===== src/rtl/ftdi_pkg.sv =====
`default_nettype none
// ============================================================================
// Module      : ftdi_pkg
// Description : Shared types and constants for the FTDI transmit arbiter.
//               - ftdi_state_e : arbiter sequencing states
//               - HDR_WAIT_*   : meaning of the WAIT_LOW sub-flag (which byte
//                                the controller is finishing)
//               - TAG_NIBBLE   : upper nibble of the channel header byte
//               - DEFAULT_TX_TIMEOUT : default SEND/HDR strobe timeout
// Options     : FTDI_ARB_TAG_EN (header bytes) is consumed by ftdi_tx_arbiter.
// Revision    : 1.0 - initial release
// ============================================================================
package ftdi_pkg;

    typedef enum logic [1:0] {
        ST_IDLE     = 2'd0,
        ST_HDR      = 2'd1,
        ST_SEND     = 2'd2,
        ST_WAIT_LOW = 2'd3
    } ftdi_state_e;

    // Sub-flag qualifying WAIT_LOW: after a header the arbiter must continue
    // with the data byte instead of returning to IDLE.
    localparam logic HDR_WAIT_DATA = 1'b0;
    localparam logic HDR_WAIT_HDR  = 1'b1;

    localparam logic [3:0] TAG_NIBBLE         = 4'hA;
    localparam int         DEFAULT_TX_TIMEOUT = 1024;

    // Header byte announcing which channel the following data byte belongs to.
    function automatic logic [7:0] tag_byte(input logic [3:0] ch);
        return {TAG_NIBBLE, ch};
    endfunction

endpackage : ftdi_pkg
`default_nettype wire


===== src/rtl/ftdi_rr_pick.sv =====
`default_nettype none
// ============================================================================
// Module      : ftdi_rr_pick
// Description : Combinational round-robin search. Finds the first set bit of
//               in_valid starting at in_ptr+1 and wrapping around, so the
//               channel that was served last has the lowest priority.
// Ports       : in_valid  [NUM_CH] request vector
//               in_ptr    [CH_W]   last served channel
//               out_grant [NUM_CH] one-hot winner (all zero if none)
//               out_idx   [CH_W]   index of the winner
//               out_any            at least one request present
// Revision    : 1.0 - initial release
// ============================================================================
module ftdi_rr_pick
    import ftdi_pkg::*;
#(
    parameter int NUM_CH = 4,
    parameter int CH_W   = 2
) (
    input  logic [NUM_CH-1:0] in_valid,
    input  logic [CH_W-1:0]   in_ptr,
    output logic [NUM_CH-1:0] out_grant,
    output logic [CH_W-1:0]   out_idx,
    output logic              out_any
);

    logic [CH_W-1:0] cand;

    always_comb begin
        out_grant = '0;
        out_idx   = '0;
        out_any   = 1'b0;
        cand      = '0;
        // Offsets 1..NUM_CH: offset NUM_CH revisits in_ptr itself last.
        for (int k = 1; k <= NUM_CH; k++) begin
            cand = CH_W'((int'(in_ptr) + k) % NUM_CH);
            if (!out_any && in_valid[cand]) begin
                out_any = 1'b1;
                out_idx = cand;
            end
        end
        out_grant[out_idx] = out_any;
    end

endmodule : ftdi_rr_pick
`default_nettype wire


===== src/rtl/ftdi_tx_arbiter.sv =====
`default_nettype none
// ============================================================================
// Module      : ftdi_tx_arbiter
// Description : Shares the FTDI controller's ctrl_data/ctrl_data_rdy input
//               between NUM_CH byte producers with round-robin arbitration.
//               One byte is held at a time; completion is detected from the
//               controller's FTDI write strobe (rising edge), after which the
//               arbiter waits for the strobe to fall before releasing.
// Ports       : in_clk, in_rst_n (async, active-low)
//               in_req_valid[NUM_CH], in_req_data[NUM_CH*8] -> producers
//               out_req_ready[NUM_CH]  one-hot accept pulse (same cycle)
//               out_ctrl_data[8], out_ctrl_data_rdy -> FTDI controller
//               in_ftdi_wr            monitored controller write strobe
//               out_busy, out_grant_ch[CH_W], out_timeout  status
// Options     : `define FTDI_ARB_TAG_EN to send a header byte {A, ch} before
//               the data byte whenever the channel changes.
// Revision    : 1.0 - initial release
// ============================================================================
module ftdi_tx_arbiter
    import ftdi_pkg::*;
#(
    parameter int NUM_CH     = 4,
    parameter int CH_W       = 2,
    parameter int TX_TIMEOUT = DEFAULT_TX_TIMEOUT
) (
    input  logic                in_clk,
    input  logic                in_rst_n,
    input  logic [NUM_CH-1:0]   in_req_valid,
    input  logic [NUM_CH*8-1:0] in_req_data,
    output logic [NUM_CH-1:0]   out_req_ready,
    output logic [7:0]          out_ctrl_data,
    output logic                out_ctrl_data_rdy,
    input  logic                in_ftdi_wr,
    output logic                out_busy,
    output logic [CH_W-1:0]     out_grant_ch,
    output logic                out_timeout
);

    // Counter only needs to reach TX_TIMEOUT-1.
    localparam int CNT_W = (TX_TIMEOUT > 1) ? $clog2(TX_TIMEOUT) : 1;
    localparam logic [CH_W-1:0] PTR_RST = CH_W'(NUM_CH - 1);

    ftdi_state_e       state_q, state_d;
    logic [7:0]        hold_q, hold_d;
    logic [CH_W-1:0]   grant_ch_q, grant_ch_d;
    logic [CH_W-1:0]   ptr_q, ptr_d;
    logic [CNT_W-1:0]  cnt_q, cnt_d;
    logic              wr_prev_q;

`ifdef FTDI_ARB_TAG_EN
    logic [CH_W-1:0]   last_ch_q, last_ch_d;
    logic              last_vld_q, last_vld_d;
    logic              hdr_wait_q, hdr_wait_d;
`endif

    logic [NUM_CH-1:0] pick_grant;
    logic [CH_W-1:0]   pick_idx;
    logic              pick_any;
    logic [NUM_CH-1:0] ready_c;
    logic              rdy_c;
    logic              timeout_c;
    logic              wr_rise;
    logic              timeout_hit;

    ftdi_rr_pick #(
        .NUM_CH (NUM_CH),
        .CH_W   (CH_W)
    ) u_rr_pick (
        .in_valid  (in_req_valid),
        .in_ptr    (ptr_q),
        .out_grant (pick_grant),
        .out_idx   (pick_idx),
        .out_any   (pick_any)
    );

    // wr_prev_q tracks the strobe in every state, so a strobe that is already
    // high when SEND/HDR is entered never counts as an edge.
    assign wr_rise     = in_ftdi_wr & ~wr_prev_q;
    assign timeout_hit = (TX_TIMEOUT != 0) && (cnt_q == CNT_W'(TX_TIMEOUT - 1));

    always_comb begin
        state_d    = state_q;
        hold_d     = hold_q;
        grant_ch_d = grant_ch_q;
        ptr_d      = ptr_q;
        cnt_d      = '0;
        ready_c    = '0;
        rdy_c      = 1'b0;
        timeout_c  = 1'b0;
`ifdef FTDI_ARB_TAG_EN
        last_ch_d  = last_ch_q;
        last_vld_d = last_vld_q;
        hdr_wait_d = hdr_wait_q;
`endif
        case (state_q)
            ST_IDLE: begin
                if (pick_any) begin
                    ready_c    = pick_grant;
                    hold_d     = in_req_data[{pick_idx, 3'b000} +: 8];
                    grant_ch_d = pick_idx;
                    ptr_d      = pick_idx;
                    state_d    = ST_SEND;
`ifdef FTDI_ARB_TAG_EN
                    if (!last_vld_q || (last_ch_q != pick_idx)) begin
                        state_d    = ST_HDR;
                        hdr_wait_d = HDR_WAIT_HDR;
                    end
`endif
                end
            end
            ST_HDR, ST_SEND: begin
                rdy_c = 1'b1;
                if (wr_rise) begin
                    // Leave before the controller returns to ready, otherwise
                    // it would transmit the same byte again.
                    state_d = ST_WAIT_LOW;
                end else if (timeout_hit) begin
                    timeout_c = 1'b1;
                    state_d   = ST_IDLE;
`ifdef FTDI_ARB_TAG_EN
                    hdr_wait_d = HDR_WAIT_DATA;
`endif
                end else begin
                    cnt_d = cnt_q + 1'b1;
                end
            end
            ST_WAIT_LOW: begin
                if (!in_ftdi_wr) begin
                    state_d = ST_IDLE;
`ifdef FTDI_ARB_TAG_EN
                    if (hdr_wait_q == HDR_WAIT_HDR) begin
                        state_d    = ST_SEND;
                        hdr_wait_d = HDR_WAIT_DATA;
                    end else begin
                        last_ch_d  = grant_ch_q;
                        last_vld_d = 1'b1;
                    end
`endif
                end
            end
            default: state_d = ST_IDLE;
        endcase
    end

    always_ff @(posedge in_clk or negedge in_rst_n) begin
        if (!in_rst_n) begin
            state_q    <= ST_IDLE;
            hold_q     <= '0;
            grant_ch_q <= '0;
            ptr_q      <= PTR_RST;
            cnt_q      <= '0;
            wr_prev_q  <= 1'b0;
`ifdef FTDI_ARB_TAG_EN
            last_ch_q  <= '0;
            last_vld_q <= 1'b0;
            hdr_wait_q <= HDR_WAIT_DATA;
`endif
        end else begin
            state_q    <= state_d;
            hold_q     <= hold_d;
            grant_ch_q <= grant_ch_d;
            ptr_q      <= ptr_d;
            cnt_q      <= cnt_d;
            wr_prev_q  <= in_ftdi_wr;
`ifdef FTDI_ARB_TAG_EN
            last_ch_q  <= last_ch_d;
            last_vld_q <= last_vld_d;
            hdr_wait_q <= hdr_wait_d;
`endif
        end
    end

    // The accept pulse is combinational from the valids; masking it with the
    // reset keeps a producer from believing a byte was taken during reset.
    assign out_req_ready     = ready_c & {NUM_CH{in_rst_n}};
    assign out_ctrl_data_rdy = rdy_c;
    assign out_timeout       = timeout_c;
    assign out_busy          = (state_q != ST_IDLE);
    assign out_grant_ch      = grant_ch_q;

`ifdef FTDI_ARB_TAG_EN
    assign out_ctrl_data = (hdr_wait_q == HDR_WAIT_HDR) ? tag_byte(4'(grant_ch_q)) : hold_q;
`else
    assign out_ctrl_data = hold_q;
`endif

endmodule : ftdi_tx_arbiter
`default_nettype wire


===== config.mk =====
export PLATFORM = sky130hd
export DESIGN_NAME = ftdi_tx_arbiter
export DESIGN_NICKNAME = d
export VERILOG_FILES = /design/src/rtl/ftdi_pkg.sv /design/src/rtl/ftdi_rr_pick.sv /design/src/rtl/ftdi_tx_arbiter.sv
export SDC_FILE = /design/constraint.sdc
export NUM_CORES = 1
export LEC_CHECK = 0
export BUFFER_PORTS_ARGS = -buffer_cell sky130_fd_sc_hd__buf_2
export CORE_ASPECT_RATIO = 1.2
export CORE_MARGIN = 3
export CORE_UTILIZATION = 49
export DETAILED_ROUTE_END_ITERATION = 16
export PLACE_DENSITY = 0.86
export SLEW_MARGIN = 15
export SYNTH_ARGS = -nofsm -noshare
export SYNTH_HDL_FRONTEND = slang
export SYNTH_SLANG_ARGS = --single-unit

===== constraint.sdc =====
create_clock -name in_clk -period 2.2 [get_ports in_clk]
set_input_delay 0.44 -clock in_clk [delete_from_list [all_inputs] [get_ports in_clk]]
set_output_delay 0.44 -clock in_clk [all_outputs]
set_load 0.01 [all_outputs]

**Word-level counts from Yosys, hierarchy flattened**

Index checks and enable logic that the tools add are counted.
Widths: inputs -> output; s select.

- Register bits: 25
- Input bits: 39
- Output and inout port bits: 17
- Logic and storage cells: 73

- Add/sub/neg operators: 5
- Reduce and logical (&&, ||, !) cells: 12
- Bitwise operators: 4
- Mux-type cells: 32
- Equality and inequality tests: 7
- Magnitude comparators: 6
- Shift operators: 1

Operators with widths:

| cell | count |
|---|---|
| $shiftx 32x6->8 | 1 |
| $mux 10 | 3 |
| $mux 2 | 8 |
| $lt 2x3->1 const B | 5 |
| $mux 1 | 13 |
| $add 10x1->10 const B | 1 |
| $eq 10x10->1 const B | 1 |
| $and 4x4->4 | 2 |
| $bmux 1 s2 | 4 |
| $mux 4 | 2 |
| $pmux 2 s3 | 1 |
| $add 2x1->2 const B | 2 |
| $add 2x2->2 const B | 2 |
| $eq 2x2->1 const B | 2 |
| $logic_and 1x1->1 | 4 |
| $ne 2x2->1 const B | 2 |
| $logic_not 1->1 | 3 |
| $ne 3x3->1 const B | 1 |
| $reduce_and 3->1 | 1 |
| $demux 1 s2 | 1 |
| $eq 2x1->1 const B | 1 |
| $ge 2x1->1 const B | 1 |
| $logic_not 2->1 | 1 |
| $reduce_and 2->1 | 1 |
| other kinds (4) | 4 |

**Longest topological paths before layout**

Gate-level depths: netlist (run 1).

- Word-level depth: 21
- Gate-level depth with buffers: 8
- Mapped depth without buffers: 7

**Cells and area by module**

A second synthesis (run 1) with hierarchy kept.

- Cell total of the unflattened synthesis: 170
- Area, all modules: 1579.0 µm²

Modules (own cells, without submodules):

| module | sequential area each (µm²) | area an instance (µm²) | times used | cells an instance |
|---|---|---|---|---|
| ftdi_tx_arbiter | 628.1 | 1356.3 | 1 | 136 |
| ftdi_rr_pick | 0.0 | 222.7 | 1 | 34 |

**Least setup slack after synthesis (run 1)**

OpenSTA, ideal clock, no wires.

- Path type: reg-to-output
- Start: register ptr_q[1]
- End: output port out_req_ready[1]
- Arrival: 1522 ps
- Buffers on the path: 3
- Stages on the path, launching flop included: 9
- Path slack: 238 ps
- Data required time: 1760 ps
- Cells stage by stage: dfstp_2 -> buf_4 -> nand2b_1 -> a21boi_0 -> o21bai_1 -> buf_4 -> buf_6 -> nand3_1 -> nor2_1

- Cells in the longest elaborated chain, start to end: 21
- Elaborated cells between the ends (all ways): 35
- Those cells by class: add/sub (4); order compare (2); mux (20); bitwise (2); reduce/logical (7)

RTL lines:

| item | line | RTL |
|---|---|---|
| from (decl) | ftdi_tx_arbiter.sv:46 | `logic [CH_W-1:0] ptr_q, ptr_d;` |
| from (signal assigned) | ftdi_tx_arbiter.sv:162 | `ptr_q <= ptr_d;` |
| $add 2x1->2 | ftdi_rr_pick.sv:36 | `cand = CH_W'((int'(in_ptr) + k) % NUM_CH);` |
| $bmux 1 s2 | ftdi_rr_pick.sv:37 | `if (!out_any && in_valid[cand]) begin` |
| $mux 1 (not written as such) | ftdi_rr_pick.sv:37 |  |
| $mux 1 | ftdi_rr_pick.sv:37 |  |
| $logic_not 1->1 | ftdi_rr_pick.sv:37 |  |
| $logic_and 1x1->1 | ftdi_rr_pick.sv:37 |  |
| $mux 1 | ftdi_rr_pick.sv:37 |  |
| $logic_not 1->1 | ftdi_rr_pick.sv:37 |  |
| (+5 left out) | - |  |
| $lt 2x3->1 (not written as such) or $ge 2x1->1 (tied branches) | ftdi_rr_pick.sv:42 | `out_grant[out_idx] = out_any;` |
| $logic_and 1x1->1 (not written as such) | ftdi_rr_pick.sv:42 |  |
| $mux 1 (not written as such) | ftdi_rr_pick.sv:42 |  |
| $demux 1 s2 | - |  |
| $and 4x4->4 (no source line) | - |  |
| $mux 4 * | ftdi_tx_arbiter.sv:97 | `if (pick_any) begin` |
| $mux 4 * | ftdi_tx_arbiter.sv:95 | `case (state_q)` |
| $and 4x4->4 * | ftdi_tx_arbiter.sv:175 | `assign out_req_ready = ready_c & {NUM_CH{in_rst_n}};` |
| to (decl) | ftdi_tx_arbiter.sv:30 | `output logic [NUM_CH-1:0] out_req_ready,` |

Every way passes the cells marked *; elsewhere a longest branch is shown, timed or not. The select of a mux whose other input is x is not followed.

**Worst setup path in the final report (run 1)**

- Start: register state_q[1]
- End: output port out_req_ready[2]

- Cells in the longest elaborated chain, start to end: 3

RTL lines:

| item | line | RTL |
|---|---|---|
| from (decl) | ftdi_tx_arbiter.sv:43 | `ftdi_state_e state_q, state_d;` |
| from (signal assigned) | ftdi_tx_arbiter.sv:159 | `state_q <= state_d;` |
| $logic_not 2->1 | ftdi_tx_arbiter.sv:95 |  |
| $mux 4 | ftdi_tx_arbiter.sv:95 |  |
| $and 4x4->4 | ftdi_tx_arbiter.sv:175 |  |

Every way passes these cells.

==> flow_summary.json, run 1 <==
{
  "outcome": "finished with violations",
  "failed_checks": "negative setup slack",
  "synth_edf_count": 0,
  "fillers": 218,
  "setup_viol": 2,
  "yosys.area_share.simple_pct": 23.62,
  "min_path_type": "in2reg",
  "synthXorXnorAreaFrac_pct": 3.977,
  "wl_per_cell_um": 14.84,
  "boundaryPins": 56,
  "drive_gt1_share_pct": 43.72,
  "core_area_um2": 2890,
  "ant_nets": 0,
  "period_share_pct": 102.3,
  "drc_errors": 0,
  "vias_per_cell": 5.430,
  "num_rows": 21,
  "cts_tree": "yes",
  "ys_top_cells_by_count": "nand2_1 (24), dfrtp_1 (23), nand3_1 (21)",
  "r2r-start": "state_q[1]$_DFFE_PN0P_",
  "drt_iter0_markers": 48,
  "ir_drop_uv": 644.5,
  "netlist.area_leader.share_pct": 37.34,
  "worst_pin_slew_ns": 0.7053,
  "p_leak_uw": 0.0009831,
  "slowest_delay_ns": 0.43,
  "crit_buf_inv": 3,
  "r2r-end": "out_ctrl_data[2]$_DFFE_PN0P_",
  "muxShareOfSynthArea_pct": 13.64,
  "wl_mm": 3.932,
  "h-tree-depth": 1,
  "hpwl_mm": 2.775,
  "synth_ff_type": "dfrtp_1",
  "power_per_cell_area_nw_per_um2": 1162,
  "port-buffer-count": 55,
  "path_depth": 8,
  "instances_no_fill": 265,
  "place_ws_ns": 0.1797,
  "timing.hold.ws_ns": 0.2272,
  "grt_pass1_wl_mm": 6.161,
  "die_h_um": 67.44,
  "critical_path_class": "reg2out",
  "endpoint": "out_req_ready[2]",
  "yosysUniqueCellTypes": 38,
  "crit_path_start": "state_q[1]$_DFFE_PN0P_",
  "rsz0062_at_grt": "true",
  "cts_root_buf": "clkbuf_4",
  "syn_inst": 165,
  "crit_chain": "inv_2, ha_4, inv_4, a21o_1, a31oi_1, nand4_1, nor2_1, buf_2",
  "syn_to_final_growth_pct": 30.11,
  "synth_top_area_cell": "dfrtp_1",
  "gr-total-overflow": 0,
  "netlist_area_um2": 1541,
  "placedCellCount": 253,
  "syn_avg_cell_area_um2": 9.342,
  "grt_max_degree": 19,
  "cts.path.max_buffers": 2,
  "nNetsFinal": 274,
  "path_delay_family": "flip-flops",
  "timing.slew.headroom_pct": 52.98,
  "maxSlewViolCount": 0,
  "grt_usage_pct": 20.85,
  "timing.fmax_mhz": 444.1,
  "worst-path-max-fanout": 4,
  "diodes": 0,
  "setup_ws_ns": -0.05162,
  "ys_warn_count": 0,
  "end_kind": "primary output",
  "synth-seq-area-share_pct": 40.75,
  "die_w_um": 57.20,
  "syn-num-nets": 207,
  "synthArstFlopShare_pct": 100.0,
  "worstPathRequired_ns": 1.76,
  "clock_sinks": 25,
  "synth_fa_ha_area_share_pct": 2.435,
  "vias": 1439,
  "dr.pass1.iters": 4,
  "synth_compound_area_share_pct": 10.31,
  "synth_top_family_by_area": "simple AND/OR/NAND/NOR gates",
  "cp.arrival_ns": 1.81,
  "die_area_um2": 3858,
  "clk-insertion-delay-late_ns": 0.34,
  "finClkSkew_ns": 0.01348,
  "start_util_pct": 53.33,
  "synth.area.top_cells": "dfrtp_1 (37%), nand3_1 (6.8%), mux2i_1 (5.8%), mux2_2 (5.8%), nand2_1 (5.8%)",
  "antenna_found_initial": 0,
  "cts_buffers": 3,
  "hold_viol": 0,
  "crit_slowest_cell": "dfrtp_1",
  "reg2regPathDepth": 7,
  "yosysMostFrequentCell": "nand2_1",
  "period_needed_ns": 2.252,
  "synth-seq-cells": 25,
  "clk_pin_slew_ns": 0.16,
  "place_congestion": 0.7251,
  "ff2ff_setup_slack_ns": 0.11,
  "max-cap-violations": 0,
  "final_core_util_pct": 69.39,
  "start_kind": "flip-flop",
  "grt_pass1_vias": 1363
}
==> cell type report <==
type                            count  area, um^2  share of cell area (%)
Sequential cell                    25       628.1                   31.32
Inverter                            6       25.02                   1.248
Clock inverter                      1       7.507                  0.3743
Multi-Input combinational cell    126       889.6                   44.35
Clock buffer                        3       22.52                   1.123
Tap cell                           34       42.54                   2.121
Timing Repair Buffer               70       390.4                   19.46
==> how the worst min path moves through the flow <==
stage,from,end,slack (ns),cells after the start
2_1_floorplan,in_rst_n,cnt_q[0]$_DFF_PN0_,0.14,0
3_3_place_gp,in_rst_n,out_ctrl_data[5]$_DFFE_PN0P_,0.31,1
3_5_place_dp,in_rst_n,out_ctrl_data[7]$_DFFE_PN0P_,0.31,1
4_1_cts,in_ftdi_wr,wr_prev_q$_DFF_PN0_,0.23,1
5_1_grt,in_ftdi_wr,wr_prev_q$_DFF_PN0_,0.21,1
6_report,in_ftdi_wr,wr_prev_q$_DFF_PN0_,0.23,1
==> timing repair <==
action	4_1_cts	5_1_grt
resized for setup	7	7
endpoints found under the hold margin	7	0
setup endpoints to repair	4	4
pin swaps	2	8
setup buffers	3	4
hold buffers	1	0
==> state kept, by name, indices dropped and copies added, names as in the netlist <==
signal	cells
ptr_q	2
state_q	2
out_grant_ch	2
wr_prev_q	1
cnt_q	10
out_ctrl_data	8
==> metrics by stage <==
| stage | instance area, um^2 | total power [uW] | TNS [ns] |
|---|---|---|---|
| 2_1_floorplan | 1541 | 1573 | 0 |
| 3_3_place_gp | 1857 | 1869 | 0 |
| 3_5_place_dp | 1857 | 1900 | 0 |
| 4_1_cts | 1943 | 2197 | 0 |
| 5_1_grt | 2006 | 2495 | -0.4172 |
| 6_report | 2006 | 2331 | -0.09630 |
==> metal layers <==
metal / track usage [%] / share of wire (%) / routed length, um
met1: 25.24 / 42 / 1643
met2: 35.86 / 50 / 1968
met3: 3.824 / 6.6 / 259
met4: 9.855 / 1.6 / 61
met5: 0 / 0 / 0
==> placed cells by master, fill, tap and decap left out, types with 6 or more instances in the layout <==
master and instances:
buf_2 55, nand2_1 24, dfrtp_1 23, nand3_1 20, nor2_1 15, buf_4 14, mux2i_1 9, mux2_2 8
o211ai_1 8, xor2_1 6
==> power by group <==
part | total (uW) | leakage, uW | internal [uW] | switching, uW
combinational | 1360 | 0.000651 | 648 | 713
clock | 229 | 0.0000139 | 69.9 | 160
sequential | 741 | 0.000318 | 622 | 118
==> logic make-up (layout without fill, tap and decap cells) <==
kind of cell / count (synthesis) / count (layout)
AO/OA/AOI/OAI: 22 / 22
XOR/XNOR: 7 / 7
adder cells (fa/ha/maj): 3 / 3
buffers and inverters: 14 / 80
flip-flops: 25 / 25
multiplexers: 19 / 19
AND/OR/NAND/NOR: 75 / 75
Power figures use the tool's default switching activity.
==> run 2: changes to the inputs <==
CORE_UTILIZATION = 53   (was 49)
PLACE_DENSITY = 0.92   (was 0.86)
clock period = 2.9 ns   (was 2.2 ns; I/O delays follow)
==> run 2 against run 1 <==
Net effect: the flow now finishes without violations; hold slack worse by 0.18 ns; utilization up 0.84 points; setup slack better by 0.49 ns; via count down 0.76%; count of clock-buffer cells in the layout unchanged; cell area down 7.1%; critical path type unchanged; largest power group unchanged.
==> flow_summary.json, run 2 (same netlist as run 1, synthesis figures left out) <==
{
  "place_congestion": 0.8009,
  "crit_slowest_cell": "dfrtp_1",
  "maxSlewViolCount": 0,
  "postPlaceCellArea_um2": 1833,
  "combPwrFrac_pct": 53.5,
  "critical_path_class": "reg2out",
  "ir_drop_uv": 514.0,
  "drive_gt1_share_pct": 37.27,
  "crit_top_cell": "inv_1",
  "placedCellCount": 249,
  "crit_chain": "inv_1, ha_1, inv_1, a21o_1, a31oi_1, nand4_1, nor2_1, buf_2",
  "slowest_delay_ns": 0.44,
  "clockPowerShare_pct": 10.5,
  "worst_pin_slew_ns": 0.7115,
  "drt_iter0_markers": 29,
  "power_per_cell_area_nw_per_um2": 843.8,
  "instances_no_fill": 253,
  "grt_max_degree": 23,
  "diodes": 0,
  "finalPower_uw": 1572,
  "period_share_pct": 84.72,
  "worst-path-max-fanout": 4,
  "crit_path_start": "state_q[1]$_DFFE_PN0P_",
  "stdcell_area_um2": 1863,
  "tns_ns": 0,
  "timing.slew.headroom_pct": 52.56,
  "wl_per_cell_um": 14.51,
  "endpoint": "out_req_ready[0]",
  "reg2regPathDepth": 6,
  "seqPwrFrac_pct": 36.0,
  "grt_pass1_vias": 1498,
  "clock_sinks": 25,
  "hpwl_mm": 2.874,
  "vias_per_cell": 5.644,
  "finClkSkew_ns": 0.009134,
  "cts_resized": 0,
  "p_sw_uw": 676.3,
  "internal-power_uw": 895.7,
  "grt_usage_pct": 22.23,
  "cts_root_buf": "clkbuf_4",
  "num_rows": 20,
  "die_area_um2": 3594,
  "post_cts_buffers": 0,
  "cp.arrival_ns": 1.88,
  "end_kind": "primary output",
  "clk_pin_slew_ns": 0.14,
  "drc_errors": 0,
  "cts_buffers": 3,
  "dr.pass1.iters": 4,
  "clk-insertion-delay-late_ns": 0.33,
  "h-tree-depth": 1,
  "cts.path.max_buffers": 2,
  "cts_tree": "yes",
  "start_util_pct": 58.11,
  "period_needed_ns": 2.457,
  "die_h_um": 65.08,
  "ant_nets": 0,
  "largest_reg_flops": 10,
  "layout_common_cells": "buf_2 (55), nand2_1 (24), dfrtp_1 (23)",
  "grt_pass1_wl_mm": 6.403,
  "r2r-start": "state_q[1]$_DFFE_PN0P_",
  "r2r-end": "out_ctrl_data[1]$_DFFE_PN0P_",
  "worstPathRequired_ns": 2.32,
  "die_w_um": 55.23,
  "rsz0062_at_grt": "false",
  "max-cap-violations": 0,
  "port-buffer-count": 55,
  "vias": 1428,
  "setup_viol": 0,
  "min_path_type": "in2async",
  "start_kind": "flip-flop",
  "boundaryPins": 56,
  "postCtsHoldBufs": 0,
  "wl_mm": 3.672,
  "timing.fmax_mhz": 407.0,
  "gr-total-overflow": 0,
  "largest_register": "cnt_q",
  "syn_to_final_growth_pct": 20.86,
  "swShare_pct": 43.02,
  "hold_viol": 0,
  "ff2ff_setup_slack_ns": 0.79,
  "antenna_found_initial": 0,
  "p_leak_uw": 0.0009240,
  "fillers": 213,
  "core_area_um2": 2653,
  "outcome": "completed",
  "nNetsFinal": 263,
  "final_common_cell": "buf_2"
}
-- run 2: worst max-delay path: cells and delay by family, from the launching register on --
family | cells | cell delay, ns
and+or+nand+nor | 2 | 0.24
adders and majority gates | 1 | 0.23
DFF | 1 | 0.44
buffers and inverters | 3 | 0.31
AOI/OAI and AO/OA | 2 | 0.32
-- run 2: how the worst min path moves through the flow --
stage,from,cells past startpoint,end
after floorplan,in_rst_n,0,cnt_q[0]$_DFF_PN0_
after global placement,in_rst_n,1,out_grant_ch[1]$_DFFE_PN0P_
after detailed placement,in_rst_n,1,out_grant_ch[1]$_DFFE_PN0P_
after CTS,in_rst_n,1,out_grant_ch[1]$_DFFE_PN0P_
after global routing,in_rst_n,1,out_grant_ch[1]$_DFFE_PN0P_
final,in_rst_n,1,out_grant_ch[1]$_DFFE_PN0P_
-- run 2: area by class of cell --
type                            count  area, um^2  share of cell area, %
Clock inverter                      1       7.507                 0.4030
Multi-Input combinational cell    126       835.8                  44.86
Clock buffer                        3       22.52                  1.209
Timing Repair Buffer               59       305.3                  16.39
Sequential cell                    25       628.1                  33.71
Tap cell                           33       41.29                  2.216
Inverter                            6       22.52                  1.209
-- run 2: power groups by stage --
stage / clock network (uW) / logic (uW) / registers [uW]
floorplan: 0 / 619 / 574
global placement: 0 / 814 / 566
detailed placement: 0 / 843 / 571
CTS: 165 / 847 / 564
global route: 182 / 940 / 584
finish: 165 / 841 / 566
-- run 2: metrics by stage --
stage,hold slack [ns],utilization (%),setup slack (ns)
finish,0.04778,70.24,0.4431
CTS,0.04641,70.24,0.4424
global route,0.04206,70.24,0.2766
global placement,0.4053,69.10,0.8014
detailed placement,0.4061,69.10,0.7728
floorplan,0.2844,-,0.7721
-- run 2: routing by layer --
layer | wire, um | vias to the layer above | track usage (%)
met5 | 0 | - | 0
met4 | 57 | 0 | 7.903
met3 | 288 | 6 | 4.582
met2 | 1915 | 59 | 41.12
met1 | 1410 | 675 | 25.00
li1 | - | 688 | -
==> run 3: changes to the inputs <==
CORE_UTILIZATION = 44   (was 53)
PLACE_DENSITY = 0.82   (was 0.92)
clock period = 2 ns   (was 2.9 ns; I/O delays follow)
==> run 3 against run 2 <==
Net effect: the run now ends with negative setup slack left; sequential share of layout area shrank 3.0 points; via count grew 1.7%; power grew 65%; largest power group unchanged; highest routed layer unchanged.
==> flow_summary.json, run 3 (same netlist as run 1, synthesis figures left out) <==
{
  "start_util_pct": 48.28,
  "grtUsageMet1_pct": 23.66,
  "timing.fmax_mhz": 476.0,
  "hpwl_mm": 2.714,
  "top_usage_layer": "met2",
  "start_kind": "flip-flop",
  "dr.pass1.iters": 4,
  "clk-insertion-delay-late_ns": 0.33,
  "die_w_um": 60.03,
  "die_h_um": 70.84,
  "end_kind": "primary output",
  "num_rows": 22,
  "setup_viol": 4,
  "worstPathRequired_ns": 1.60,
  "layout_common_cells": "buf_2 (55), nand2_1 (24), dfrtp_1 (22)",
  "crit_chain": "inv_2, ha_4, inv_4, a21o_1, a31oi_1, nand4_1, nor2_1, buf_2",
  "period_needed_ns": 2.101,
  "clk_pin_slew_ns": 0.15,
  "clock_sinks": 25,
  "p_sw_uw": 1078,
  "failed_checks": "negative setup slack",
  "drc_errors": 0,
  "drt_iter0_markers": 79,
  "period_share_pct": 105.1,
  "min_path_type": "in2async",
  "core_area_um2": 3193,
  "port-buffer-count": 55,
  "cts_tree": "yes",
  "cp.arrival_ns": 1.70,
  "setup_ws_ns": -0.1010,
  "nNetsFinal": 277,
  "die_area_um2": 4253,
  "critical_path_class": "reg2out",
  "postPlaceCellArea_um2": 1859,
  "antenna_found_initial": 0,
  "boundaryPins": 56,
  "wl_mm": 3.783,
  "place_ws_ns": 0.1620,
  "placedCellCount": 255,
  "stdcell_area_um2": 2052,
  "cts.path.max_buffers": 2,
  "outcome": "finished with violations",
  "timing.slew.headroom_pct": 68.62,
  "use_met3_pct": 2.920,
  "final_common_cell": "buf_2",
  "largest_reg_flops": 10,
  "slowest_delay_ns": 0.41,
  "gr-total-overflow": 0,
  "ant_nets": 0,
  "grt_pass1_wl_mm": 6.009,
  "crit_buf_inv": 3,
  "worst_pin_slew_ns": 0.4690,
  "largest_register": "cnt_q",
  "clockPowerShare_pct": 9.4,
  "h-tree-depth": 1,
  "place_congestion": 0.8049,
  "wl_per_cell_um": 14.01,
  "diodes": 0,
  "vias_per_cell": 5.378,
  "finClkSkew_ns": 0.004175,
  "power_per_cell_area_nw_per_um2": 1267,
  "syn_to_final_growth_pct": 33.12,
  "tns_ns": -0.3742,
  "maxSlewViolCount": 0,
  "cts_buffers": 3,
  "p_leak_uw": 0.0009994,
  "vias": 1452,
  "combPwrFrac_pct": 59.7,
  "crit_slowest_cell": "dfrtp_1",
  "internal-power_uw": 1522,
  "hold_viol": 0,
  "cts_root_buf": "clkbuf_4",
  "grt_usage_pct": 18.26,
  "grt_max_degree": 22,
  "drive_gt1_share_pct": 44.87,
  "max-cap-violations": 0,
  "ir_drop_uv": 798.2,
  "instances_no_fill": 270,
  "seqPwrFrac_pct": 31.0,
  "swShare_pct": 41.46,
  "grt_pass1_vias": 1372,
  "rsz0062_at_grt": "true",
  "worst-path-max-fanout": 2,
  "met2_usage_pct": 30.05,
  "path_delay_family": "flip-flops"
}
## run 3: cell count changes in the layout (fill, tap and decap cells not counted), sizes merged
cell | previous run | this run
buf | 59 | 72
dlygate4sd3 | 0 | 1
## run 3: area by class of cell
cell class / instances / area [um^2]
Timing Repair Buffer: 73 / 420.4
Tap cell: 36 / 45.04
Multi-Input combinational cell: 126 / 902.1
Clock buffer: 3 / 22.52
Clock inverter: 1 / 7.507
Inverter: 6 / 25.02
Fill cell: 274 / 1141
Sequential cell: 25 / 629.4
## run 3: per-layer routing
layer,up-vias,wire length (um)
li1,719,-
met5,-,0
met3,5,262
met2,53,1824
met1,675,1634
met4,0,61
## run 3: path summary, 6_finish.rpt
check                           slack (ns)  depth (start not counted)                            to                         from
worst max-delay path                 -0.10                          8              out_req_ready[2]       state_q[0]$_DFFE_PN0P_
worst min-delay path                  0.04                          1          ptr_q[1]$_DFFE_PN1P_                     in_rst_n
worst max register to register        0.17                          6  out_ctrl_data[4]$_DFFE_PN0P_         ptr_q[1]$_DFFE_PN1P_
worst min register to register        0.49                          2   out_grant_ch[1]$_DFFE_PN0P_  out_grant_ch[1]$_DFFE_PN0P_
max in group asynchronous             1.34                          2  out_ctrl_data[1]$_DFFE_PN0P_                     in_rst_n
min in group in_clk                   0.19                          1           wr_prev_q$_DFF_PN0_                   in_ftdi_wr
## run 3: power by group through the flow
stage | Combinational [uW] | Clock [uW] | Sequential, uW
floorplan | 898 | 0 | 832
global placement | 1250 | 0 | 813
detailed placement | 1270 | 0 | 817
CTS | 1500 | 249 | 798
global route | 1680 | 275 | 827
finish | 1550 | 244 | 805
## run 3: repair_timing
action / CTS / global route
buffers inserted: 8 / 3
pin swaps: 10 / 4
endpoints found under the hold margin: 3 / 0
hold buffers: 1 / 0
endpoints found under the setup margin: 4 / 8
gates resized for setup: 15 / 4
## run 3: stage by stage
step	hold WS [ns]	power, uW	utilization (%)
3_3_place_gp	0.2425	2064	58.23
4_1_cts	0.03581	2547	63.28
6_report	0.03712	2600	64.26
2_1_floorplan	0.1044	1730	-
3_5_place_dp	0.2377	2086	58.23
5_1_grt	0.009524	2785	64.26
